$ cat config.mk
export PLATFORM = sky130hd
export DESIGN_NAME = fifo_burst_reader
export DESIGN_NICKNAME = d
export VERILOG_FILES = /design/src/rtl/fifo_burst_reader.sv
export SDC_FILE = /design/constraint.sdc
export NUM_CORES = 1
export LEC_CHECK = 0
export CORE_MARGIN = 1
export CORE_UTILIZATION = 40
export DETAILED_ROUTE_END_ITERATION = 8
export PLACE_DENSITY = 0.63
export SYNTH_ARGS = -nofsm -noshare
export SYNTH_HDL_FRONTEND = slang
export SYNTH_SLANG_ARGS = --single-unit
$ cat constraint.sdc
create_clock -name clk_i -period 3.1 [get_ports clk_i]
set_input_delay 0.31 -clock clk_i [delete_from_list [all_inputs] [get_ports clk_i]]
set_output_delay 0.31 -clock clk_i [all_outputs]
set_load 0.1 [all_outputs]
$ cat src/rtl/fifo_burst_reader.sv
// Burst read engine draining a FIFO read port into a valid/ready stream via a 2-entry buffer.
// Optional FIFO_BURST_READER_CHECKSUM_EN adds checksum_o (XOR of words transferred in the burst).
module fifo_burst_reader #(
  parameter int unsigned WIDTH     = 4,
  parameter int unsigned LEN_WIDTH = 5,
  parameter int unsigned TIMEOUT   = 64
) (
  input  logic                 clk_i,
  input  logic                 rst_i,
  input  logic                 start_i,
  input  logic [LEN_WIDTH-1:0] len_i,
  output logic                 busy_o,
  output logic                 done_o,
  output logic                 error_o,
  output logic [LEN_WIDTH-1:0] count_o,
  output logic                 rd_en_o,
  input  logic                 empty_i,
  input  logic [WIDTH-1:0]     rdata_i,
  output logic [WIDTH-1:0]     m_data_o,
  output logic                 m_valid_o,
  input  logic                 m_ready_i
`ifdef FIFO_BURST_READER_CHECKSUM_EN
  ,
  output logic [WIDTH-1:0]     checksum_o
`endif
);

  localparam int unsigned TW = $clog2(TIMEOUT + 1);

  typedef enum logic [2:0] {
    S_IDLE,
    S_READ,
    S_DRAIN,
    S_DONE,
    S_ABORT
  } state_e;

  state_e               state_q, state_d;
  logic [LEN_WIDTH-1:0] len_q, len_d;
  logic [LEN_WIDTH-1:0] issued_q, issued_d;
  logic [LEN_WIDTH-1:0] received_q, received_d;
  logic [LEN_WIDTH-1:0] count_q, count_d;
  logic [1:0]           occ_q, occ_d;
  logic [WIDTH-1:0]     buf0_q, buf0_d;
  logic [WIDTH-1:0]     buf1_q, buf1_d;
  logic                 inflight_q;
  logic [TW-1:0]        tmo_q, tmo_d;
  logic                 zerr_q, zerr_d;
  logic [WIDTH-1:0]     cks_q, cks_d;

  logic       start_ok;
  logic       pop;
  logic       wr;
  logic       rd_en;
  logic       tmo_inc;
  logic       tmo_hit;
  logic [2:0] occ_after;

  assign start_ok  = (state_q == S_IDLE) && start_i && (len_i != '0);
  assign pop       = (occ_q != 2'd0) && m_ready_i;
  assign wr        = inflight_q;
  assign tmo_inc   = (state_q == S_READ) && empty_i && (issued_q < len_q);
  assign tmo_hit   = tmo_inc && (tmo_q == TW'(TIMEOUT - 1));
  // Occupancy once the in-flight word lands and this cycle's pop leaves.
  assign occ_after = {1'b0, occ_q} + {2'b00, inflight_q} - {2'b00, pop};

  always_comb begin
    rd_en = (state_q == S_READ) && !empty_i && (issued_q < len_q) && (occ_after <= 3'd1);
  end

  always_ff @(posedge clk_i) begin
    if (rst_i) begin
      state_q <= S_IDLE;
    end else begin
      state_q <= state_d;
    end
  end

  always_comb begin
    state_d = state_q;
    unique case (state_q)
      S_IDLE:  if (start_ok) state_d = S_READ;
      S_READ: begin
        if (tmo_hit)                  state_d = S_ABORT;
        else if (issued_q == len_q)   state_d = S_DRAIN;
      end
      S_DRAIN: if ((received_q == len_q) && (occ_d == 2'd0)) state_d = S_DONE;
      S_DONE:  state_d = S_IDLE;
      S_ABORT: state_d = S_IDLE;
      default: state_d = S_IDLE;
    endcase
  end

  always_comb begin
    busy_o    = (state_q != S_IDLE);
    done_o    = (state_q == S_DONE);
    error_o   = (state_q == S_ABORT) || zerr_q;
    count_o   = count_q;
    rd_en_o   = rd_en;
    m_data_o  = buf0_q;
    m_valid_o = (occ_q != 2'd0);
`ifdef FIFO_BURST_READER_CHECKSUM_EN
    checksum_o = cks_q;
`endif
  end

  always_comb begin
    len_d      = len_q;
    issued_d   = issued_q;
    received_d = received_q;
    count_d    = count_q;
    occ_d      = occ_q;
    buf0_d     = buf0_q;
    buf1_d     = buf1_q;
    tmo_d      = tmo_q;
    cks_d      = cks_q;
    zerr_d     = (state_q == S_IDLE) && start_i && (len_i == '0);

    if (start_ok) begin
      len_d      = len_i;
      issued_d   = '0;
      received_d = '0;
      count_d    = '0;
      tmo_d      = '0;
      cks_d      = '0;
    end else begin
      if (rd_en) issued_d = issued_q + 1'b1;
      if (wr)    received_d = received_q + 1'b1;
      if (pop) begin
        count_d = (count_q == len_q) ? count_q : count_q + 1'b1;
        cks_d   = cks_q ^ buf0_q;
      end
      if (state_q == S_READ) begin
        if (!empty_i)     tmo_d = '0;
        else if (tmo_inc) tmo_d = tmo_q + 1'b1;
      end
    end

    // Head is buf0; a simultaneous write and pop shifts before appending.
    unique case ({wr, pop})
      2'b10: begin
        if (occ_q == 2'd0) buf0_d = rdata_i;
        else               buf1_d = rdata_i;
        occ_d = occ_q + 2'd1;
      end
      2'b01: begin
        buf0_d = buf1_q;
        occ_d  = occ_q - 2'd1;
      end
      2'b11: begin
        if (occ_q == 2'd1) begin
          buf0_d = rdata_i;
        end else begin
          buf0_d = buf1_q;
          buf1_d = rdata_i;
        end
      end
      default: ;
    endcase

    if (tmo_hit) occ_d = 2'd0;
  end

  always_ff @(posedge clk_i) begin
    if (rst_i) begin
      len_q      <= '0;
      issued_q   <= '0;
      received_q <= '0;
      count_q    <= '0;
      occ_q      <= '0;
      buf0_q     <= '0;
      buf1_q     <= '0;
      inflight_q <= 1'b0;
      tmo_q      <= '0;
      zerr_q     <= 1'b0;
      cks_q      <= '0;
    end else begin
      len_q      <= len_d;
      issued_q   <= issued_d;
      received_q <= received_d;
      count_q    <= count_d;
      occ_q      <= occ_d;
      buf0_q     <= buf0_d;
      buf1_q     <= buf1_d;
      inflight_q <= rd_en;
      tmo_q      <= tmo_d;
      zerr_q     <= zerr_d;
      cks_q      <= cks_d;
    end
  end

endmodule

==> results of run 1 <==
-- through the flow --
| stage | total power [mW] | hold slack [ns] |
|---|---|---|
| global route | 2.133 | 0.4997 |
| CTS | 1.994 | 0.4668 |
| finish | 2.017 | 0.4679 |
| global placement | 1.607 | 0.4474 |
| detailed placement | 1.610 | 0.4549 |
| floorplan | 1.382 | 0.4186 |
-- worst max-delay path by stage --
| stage | depth (start not counted) | start | slack, ns | end |
|---|---|---|---|---|
| 2_1_floorplan | 11 | occ_q[0]$_SDFF_PP0_ | 0.11 | rd_en_o |
| 6_report | 12 | occ_q[1]$_SDFF_PP0_ | 0.13 | rd_en_o |
| 3_5_place_dp | 10 | m_ready_i | 0.05 | rd_en_o |
| 4_1_cts | 11 | occ_q[1]$_SDFF_PP0_ | 0.04 | rd_en_o |
| 3_3_place_gp | 10 | m_ready_i | 0.11 | rd_en_o |
| 5_1_grt | 12 | occ_q[1]$_SDFF_PP0_ | -0.02 | rd_en_o |
-- logic make-up after synthesis --
kind of cell / after synthesis / synth area share
AND/OR/NAND/NOR: 110 / 0.2389
multiplexers: 11 / 0.04812
XOR/XNOR: 24 / 0.09185
buffers and inverters: 21 / 0.04374
flip-flops: 42 / 0.3674
adder cells (fa/ha/maj): 13 / 0.07436
AO/OA/AOI/OAI: 45 / 0.1356
-- per-layer routing --
layer  vias to the layer above  track usage  wire length (µm)  share of wire
li1                       1009            -                 -              -
met1                       906       0.2391              2407           0.49
met2                        32       0.2805              2315           0.47
met3                         5      0.04235               180          0.036
met4                         0      0.05660                58          0.012
met5                         -            0                 0              0
-- sequential cells by signal (all words and copies together) (netlist names), 2 cells and up --
signal	flops
tmo_q	7
count_o	5
issued_q	5
len_q	5
received_q	5
buf1_q	4
m_data_o	4
state_q	3
occ_q	2
-- report_power, final --
part	internal (mW)	switching (mW)	total [mW]	leakage (nW)
Clock	0.163	0.212	0.375	0.0447
Combinational	0.338	0.673	1.01	0.735
Sequential	0.591	0.0401	0.632	0.340
Total	1.09	0.925	2.02	1.12
-- cells in the mapped netlist, types with 2 or more instances --
cell / count
o21ai_0: 6
a31oi_1: 2
inv_1: 10
a21oi_1: 13
a22o_1: 2
nor3_1: 12
buf_2: 5
buf_6: 2
clkbuf_1: 3
a32o_1: 2
nand2_1: 20
a21o_1: 2
nand3_1: 12
and3_1: 4
a211oi_1: 6
nand4_1: 9
ha_1: 12
xor2_1: 13
mux2i_1: 11
xnor2_1: 11
nand2b_1: 3
and2_1: 4
nor2_1: 36
nor2b_1: 2
dfxtp_1: 42
-- layout by cell type, fill, tap and decap left out, types with 6 or more instances in the layout --
| master | count |
|---|---|
| nand2_1 | 19 |
| o21ai_0 | 6 |
| clkdlybuf4s50_1 | 18 |
| nand4_1 | 9 |
| a21oi_1 | 13 |
| nor3_1 | 12 |
| inv_1 | 8 |
| mux2i_1 | 11 |
| nor2_1 | 36 |
| ha_1 | 11 |
| dfxtp_1 | 42 |
| xor2_1 | 13 |
| nand3_1 | 11 |
| a211oi_1 | 6 |
| buf_4 | 20 |
| xnor2_1 | 10 |
-- layout make-up --
class / count / share of cell area
multi-input cells: 203 / 0.4912
flip-flops and latches: 42 / 0.3020
repair buffers: 39 / 0.1258
well taps: 72 / 0.03236
clock buffers: 5 / 0.02472
inverters: 10 / 0.01483
clock inverters: 3 / 0.008989
-- what timing repair did --
item	in CTS	in global routing
setup buffers	1	2
resized for setup	1	5
endpoints found under the setup margin	1	1
pin swaps	1	2
-- worst max-delay path: stages, from the launching register on --
cell	delay (ns)
dfxtp_1	0.35
inv_2	0.07
ha_2	0.19
nand2b_1	0.15
nand2_1	0.08
nand2_2	0.06
ha_1	0.20
fa_2	0.36
xnor2_2	0.16
nor4_4	0.33
nand3_2	0.14
clkinvlp_4	0.10
buf_12	0.16
==> impl_metrics.tcl, run 1 <==
set metrics [dict create \
    drv_cap 0 \
    htreeDepth 2 \
    regArea_um2 840.8 \
    r2r_end "issued_q[0]$_SDFFE_PP0P_" \
    diodes 0 \
    synth-seq-cells 42 \
    placed_cells 363 \
    r2r_cells 14 \
    maxSlewViolCount 0 \
    ctsLongestPathBuffers 2 \
    fin_worst_skew_ns 0.01027 \
    grt_pass1_wl_um 8431 \
    vdd_ir_drop_max_mv 0.7277 \
    cts_buffers 5 \
    gp_congestion 0.7986 \
    holdPathEnd "tmo_q[5]$_SDFFE_PP0P_" \
    regToRegStartpoint "occ_q[1]$_SDFF_PP0_" \
    hold_buffers 0 \
    grt_usage 0.1783 \
    holdPathStages 1 \
    hold_path_class "reg -> reg" \
    power_leakage_nw 1.119 \
    clock_latency_ns 0.31 \
    fmax_mhz 336.6 \
    reg2reg_slack_ns 0.44 \
    fin_nets 328 \
    final_cells 374 \
    synth-edff-count 0 \
    viasPerCell 5.219 \
    grt_start_max_net_pins 24 \
    syn2layout_area_growth_pct 21.65 \
    die_w_um 77.64 \
    cts_tree "yes" \
    cp_max_fo 4 \
    slew_headroom 0.3491 \
    setup_slack_ns 0.1291 \
    hold_violations 0 \
    start_util 0.4156 \
    power_density_mw_per_mm2 724.6 \
    dr.pass1.iters 4 \
    layout-drive-gt1-share 0.1358 \
    design_area_mm2 0.002784 \
    drtIter0Drc 95 \
    routed_wl_um 4962 \
    grt_pass1_vias 1772 \
    outcome "finished clean" \
    root_buffer "clkbuf_8" \
    synth_ff_type "dfxtp_1" \
    detail-route-antenna-nets 0 \
    synthDistinctLibCells 47 \
    cp.required_ns 2.79 \
    cts.sinks 42 \
    min_period_ns 2.971 \
    critPathKind "reg -> out" \
    dr_total_vias 1952 \
    yosys.area.top_type "dfxtp_1" \
    port_buffers 27 \
    fp.dieH_um 77.64 \
    hpwl_um 3673 \
    fp.coreArea_mm2 0.005507 \
    fin_util 0.5056 \
    core.rowCount 27 \
    io_pins 28 \
    hp-start "tmo_q[5]$_SDFFE_PP0P_" \
    fin_setup_tns_ns 0 \
    antenna_found_initial 0 \
    dpl-instance-area_mm2 0.002648 \
    ys_warn_count 0 \
    yosysSeqAreaShare 0.3674 \
    wl_per_cell_um 13.27 \
    place_ws_ns 0.04672 \
    startpoint_type "register" \
    synthCells 266 \
    synthTopCellsByArea "dfxtp_1, ha_1, nor2_1, xor2_1, mux2i_1" \
    drc 0 \
    die-area_mm2 0.006028 \
    syn_area_per_cell_um2 8.603 \
    syn_nets 293 \
    syn_area_mm2 0.002288 \
    post-route-period-util 0.9583 \
    clk_pin_slew_ns 0.09 \
    multiInputGateArea_mm2 0.001368 \
    tightest_slew_ns 0.9733 \
    yosys.area.top_type_share 0.3674 \
    nFillCells 507 \
    finalSetupViolCount 0 \
    async_flop_share 0 \
    cp-end-kind "output port" \
    grt_overflow 0 \
    crit_arrival_ns 2.66 \
]
(Power assumes the default switching activity.)
==> run 2: changes to the inputs <==
--- a/config.mk
+++ b/config.mk
@@ -9,6 +9,7 @@
 export CORE_UTILIZATION = 40
 export DETAILED_ROUTE_END_ITERATION = 8
 export PLACE_DENSITY = 0.63
+export RECOVER_POWER = 25
 export SYNTH_ARGS = -nofsm -noshare
 export SYNTH_HDL_FRONTEND = slang
 export SYNTH_SLANG_ARGS = --single-unit
==> run 2 against run 1 <==
- clock skew hardly changed
- global-route usage unchanged
- sequential share of layout area rose by 0.33 points
- fmax about the same
- non-clock buffer count unchanged
- hold slack lost 0.0017 ns
- via count increased by 0.92%
- wire length about the same
- sequential power is essentially flat
- setup slack got worse by 0.0017 ns
- highest routed layer unchanged
- die area stayed put
==> impl_metrics.tcl, run 2 (synthesized netlist as in run 1, its figures left out) <==
set metrics [dict create \
    outcome "finished clean" \
    grt_overflow 0 \
    power_mw 2.000 \
    power_density_mw_per_mm2 726.4 \
    fmax_mhz 336.4 \
    crit_arrival_ns 2.66 \
    fp.coreArea_mm2 0.005507 \
    final_cell_mix "dfxtp_1, nor2_1, nand2_1" \
    antenna_found_initial 0 \
    cp_num_buf_inv 3 \
    grt_usage 0.1783 \
    cp.required_ns 2.79 \
    cts_buffers 5 \
    critPathKind "reg -> out" \
    port_buffers 27 \
    io_pins 28 \
    clk_pin_slew_ns 0.09 \
    fp.dieH_um 77.64 \
    design_area_mm2 0.002754 \
    die_w_um 77.64 \
    drv_cap 0 \
    place_ws_ns 0.04672 \
    diodes 0 \
    crit_chain "inv_2 -> ha_2 -> nand2b_1 -> nand2_1 -> nand2_2 -> ha_1 -> fa_2 -> xnor2_2 -> nor4_4 -> nand3_2 -> clkinvlp_4 -> buf_12" \
    syn2layout_area_growth_pct 20.34 \
    drc 0 \
    power_leakage_nw 1.085 \
    hpwl_um 3673 \
    fin_util 0.5001 \
    final_cells 374 \
    drtIter0Drc 111 \
    grt_start_max_net_pins 24 \
    detail-route-antenna-nets 0 \
    dr.pass1.iters 4 \
    layout-drive-gt1-share 0.1093 \
    htreeDepth 2 \
    regMostFlops "tmo_q" \
    dr_total_vias 1970 \
    slew_headroom 0.2166 \
    cpLargestDelayFamily "simple AND/OR/NAND/NOR gates" \
    ctsLongestPathBuffers 2 \
    slowest_stage "fa_2" \
    cts_tree "yes" \
    fin_nets 328 \
    startpoint_type "register" \
    nFillCells 511 \
    hold_path_class "reg -> reg" \
    cp_max_fo 4 \
    maxSlewViolCount 0 \
    cp-end-kind "output port" \
    wl_per_cell_um 13.28 \
    whs_ns 0.4662 \
    grt_pass1_wl_um 8431 \
    hold_buffers 0 \
    dpl-instance-area_mm2 0.002648 \
    die-area_mm2 0.006028 \
    start_util 0.4156 \
    fin_worst_skew_ns 0.01071 \
    finalSetupViolCount 0 \
    routed_wl_um 4966 \
    post-route-period-util 0.9589 \
    vdd_ir_drop_max_mv 0.7006 \
    core.rowCount 27 \
    min_period_ns 2.973 \
    clock_latency_ns 0.31 \
    viasPerCell 5.267 \
    grt_pass1_vias 1772 \
    hold_violations 0 \
    slowest_delay_ns 0.36 \
    fin_setup_tns_ns 0 \
    placed_cells 363 \
    largest_reg_flops 7 \
    final_common_cell "dfxtp_1" \
    tightest_slew_ns 1.180 \
    cts.sinks 42 \
    root_buffer "clkbuf_8" \
    gp_congestion 0.7986 \
    setup_slack_ns 0.1274 \
]
-- run 2: cell count changes in the layout (fill, tap and decap cells not counted) --
cell / previous run / this run
clkbuf_1: 0 / 8
buf_4: 20 / 12
-- run 2: worst paths after layout --
check	startpoint	end	slack [ns]	depth (start not counted)
max	occ_q[1]$_SDFF_PP0_	rd_en_o	0.13	12
min reg2reg	tmo_q[5]$_SDFFE_PP0P_	tmo_q[5]$_SDFFE_PP0P_	0.47	1
min	tmo_q[5]$_SDFFE_PP0P_	tmo_q[5]$_SDFFE_PP0P_	0.47	1
max reg2reg	occ_q[1]$_SDFF_PP0_	issued_q[0]$_SDFFE_PP0P_	0.44	14
-- run 2: cell type report --
type | instances | area (µm²) | share of cell area
Multi-Input combinational cell | 203 | 1368 | 0.4966
Sequential cell | 42 | 840.8 | 0.3053
Timing Repair Buffer | 39 | 320.3 | 0.1163
Tap cell | 72 | 90.09 | 0.03271
Clock buffer | 5 | 68.82 | 0.02499
Inverter | 10 | 41.29 | 0.01499
Clock inverter | 3 | 25.02 | 0.009087
-- run 2: where the power goes --
| group | internal (mW) | total [mW] | switching (mW) | leakage [nW] |
|---|---|---|---|---|
| Combinational | 0.321 | 0.995 | 0.674 | 0.701 |
| Clock | 0.163 | 0.374 | 0.211 | 0.0447 |
| Sequential | 0.591 | 0.631 | 0.0400 | 0.340 |
-- run 2: worst register-to-register path, delay by kind of cell, from the launching register on --
| kind | cells | cell delay [ns] |
|---|---|---|
| simple gates | 6 | 0.82 |
| flops | 1 | 0.35 |
| xor+xnor | 2 | 0.29 |
| buf+inv | 3 | 0.35 |
| fa+ha+maj | 3 | 0.75 |
-- run 2: timing repair --
| item | CTS | global route |
|---|---|---|
| cloned | 0 | 0 |
| resized for setup | 1 | 5 |
| setup buffers | 1 | 2 |
| endpoints found under the setup margin | 1 | 1 |
| pin swaps | 1 | 2 |
-- run 2: metal layers --
layer  share of wire  track usage  wire [µm]
met3           0.049      0.04235        243
met1            0.48       0.2391       2372
met2            0.46       0.2805       2291
met5               0            0          0
met4           0.012      0.05660         58
==> run 3: changes to the inputs <==
--- a/config.mk
+++ b/config.mk
@@ -5,7 +5,7 @@
 export SDC_FILE = /design/constraint.sdc
 export NUM_CORES = 1
 export LEC_CHECK = 0
-export CORE_MARGIN = 1
+export CORE_MARGIN = 3
 export CORE_UTILIZATION = 40
 export DETAILED_ROUTE_END_ITERATION = 8
 export PLACE_DENSITY = 0.63
==> run 3 against run 2 <==
- first-iteration DRC count shrank 14%
- highest routed layer unchanged
- cell count shrank 0.27%
- core utilization grew 2.6 points
- critical path type unchanged
- wire length grew 2.2%
- die area grew 11%
- non-clock buffer count grew 1
- combinational power grew 4%
- flip-flop and latch count is the same
- register-to-register slack gained 0.03 ns
==> impl_metrics.tcl, run 3 (synthesized netlist as in run 1, its figures left out) <==
set metrics [dict create \
    io_pins 28 \
    final_common_cell "dfxtp_1" \
    drc 0 \
    outcome "finished clean" \
    grtUsageMet3 0.03509 \
    cp_max_fo 4 \
    cp.required_ns 2.79 \
    root_buffer "clkbuf_8" \
    diodes 0 \
    critPathKind "reg -> out" \
    fp.dieH_um 81.64 \
    dr.pass1.iters 4 \
    die_w_um 81.64 \
    cts.sinks 42 \
    routed_wl_um 5075 \
    htreeDepth 2 \
    slew_headroom 0.2276 \
    power_leakage_nw 1.116 \
    post-route-period-util 0.9558 \
    crit_chain "inv_2 -> ha_4 -> nand2b_4 -> nand2_1 -> nand2_1 -> ha_2 -> fa_2 -> nor4_4 -> nand3_2 -> clkinvlp_4 -> buf_12" \
    gp_congestion 0.7972 \
    slowest_stage "fa_2" \
    core.rowCount 26 \
    dpl-instance-area_mm2 0.002648 \
    power_density_mw_per_mm2 729.5 \
    start_util 0.4316 \
    clock_latency_ns 0.30 \
    grt_overflow 0 \
    hold_violations 0 \
    grt_pass1_wl_um 8707 \
    hold_buffers 0 \
    largest_reg_flops 7 \
    cp-end-kind "output port" \
    tightest_slew_ns 1.164 \
    port_buffers 27 \
    multiInputGateArea_mm2 0.001388 \
    viasPerCell 5.209 \
    busiest_layer "met2" \
    final_cell_mix "dfxtp_1, nor2_1, nand2_1" \
    maxSlewViolCount 0 \
    grtUsageMet2 0.2769 \
    hpwl_um 3708 \
    regMostFlops "tmo_q" \
    wl_per_cell_um 13.61 \
    slowest_delay_ns 0.47 \
    regArea_um2 847.1 \
    path_common_cell "nand2_1" \
    detail-route-antenna-nets 0 \
    drtIter0Drc 96 \
    grtUsageMet1 0.2260 \
    dr_total_vias 1943 \
    grt_pass1_vias 1861 \
    drv_cap 0 \
    cts_buffers 5 \
    ctsLongestPathBuffers 2 \
    syn2layout_area_growth_pct 21.98 \
    hold_path_class "reg -> reg" \
    layout-drive-gt1-share 0.1254 \
    antenna_found_initial 0 \
    vdd_ir_drop_max_mv 0.4708 \
    crit_arrival_ns 2.65 \
    clk_pin_slew_ns 0.08 \
    power_mw 2.036 \
    fin_worst_skew_ns 0.01097 \
    finalSetupViolCount 0 \
    rsz0062_at_grt "no" \
    design_area_mm2 0.002791 \
    min_period_ns 2.963 \
    fin_nets 329 \
    fmax_mhz 337.5 \
    grt_usage 0.1707 \
    nFillCells 518 \
    startpoint_type "register" \
    grt_start_max_net_pins 21 \
    fp.coreArea_mm2 0.005303 \
    cts_tree "yes" \
    die-area_mm2 0.006665 \
]
## run 3: cell type report
| type | count | share of cell area |
|---|---|---|
| multi-input combinational | 203 | 0.4971 |
| inverter | 10 | 0.01479 |
| clock inverter | 1 | 0.001793 |
| timing repair buffer | 40 | 0.1206 |
| sequential | 42 | 0.3035 |
| tap | 70 | 0.03138 |
| clock buffer | 7 | 0.03093 |
## run 3: metrics by stage
step	util	hold slack [ns]	std cells	setup slack (ns)	TNS, ns
6_report	0.5264	0.4622	373	0.1369	0
5_1_grt	0.5264	0.4934	373	0.003353	0
4_1_cts	0.5252	0.4611	372	0.03291	0
3_5_place_dp	0.4993	0.4493	361	-0.005409	-0.005409
3_3_place_gp	0.4993	0.4482	361	0.07280	0
2_1_floorplan	-	0.4186	266	0.1069	0
## run 3: worst paths after layout
| path | from | to | slack [ns] | cells past startpoint |
|---|---|---|---|---|
| setup / recovery | occ_q[1]$_SDFF_PP0_ | rd_en_o | 0.14 | 11 |
| hold / removal | tmo_q[5]$_SDFFE_PP0P_ | tmo_q[5]$_SDFFE_PP0P_ | 0.46 | 1 |
| setup reg to reg | occ_q[1]$_SDFF_PP0_ | issued_q[0]$_SDFFE_PP0P_ | 0.47 | 13 |
| hold reg to reg | tmo_q[5]$_SDFFE_PP0P_ | tmo_q[5]$_SDFFE_PP0P_ | 0.46 | 1 |
## run 3: report_power, final
group	leakage (nW)	switching, mW	internal, mW
clock	0.0482	0.185	0.180
combinational	0.726	0.686	0.346
sequential	0.342	0.0433	0.596
total	1.12	0.914	1.12
## run 3: layer usage
metal | wire [µm] | part of all wire | up-vias
met3 | 171 | 0.034 | 6
met4 | 68 | 0.013 | 0
li1 | - | - | 1013
met5 | 0 | 0 | -
met2 | 2234 | 0.44 | 25
met1 | 2601 | 0.51 | 899
## run 3: timing repair
item / 4_1_cts / 5_1_grt
pin swaps: 3 / 3
setup buffers: 3 / 1
endpoints found under the setup margin: 1 / 1
gates resized for setup: 8 / 7
## run 3: critical path, delay by kind of cell, from the launching register on
family	cells	cell delay (ns)
adder cells (fa/ha/maj)	3	0.82
AND/OR/NAND/NOR	5	0.77
buffers and inverters	3	0.43
flip-flops	1	0.35
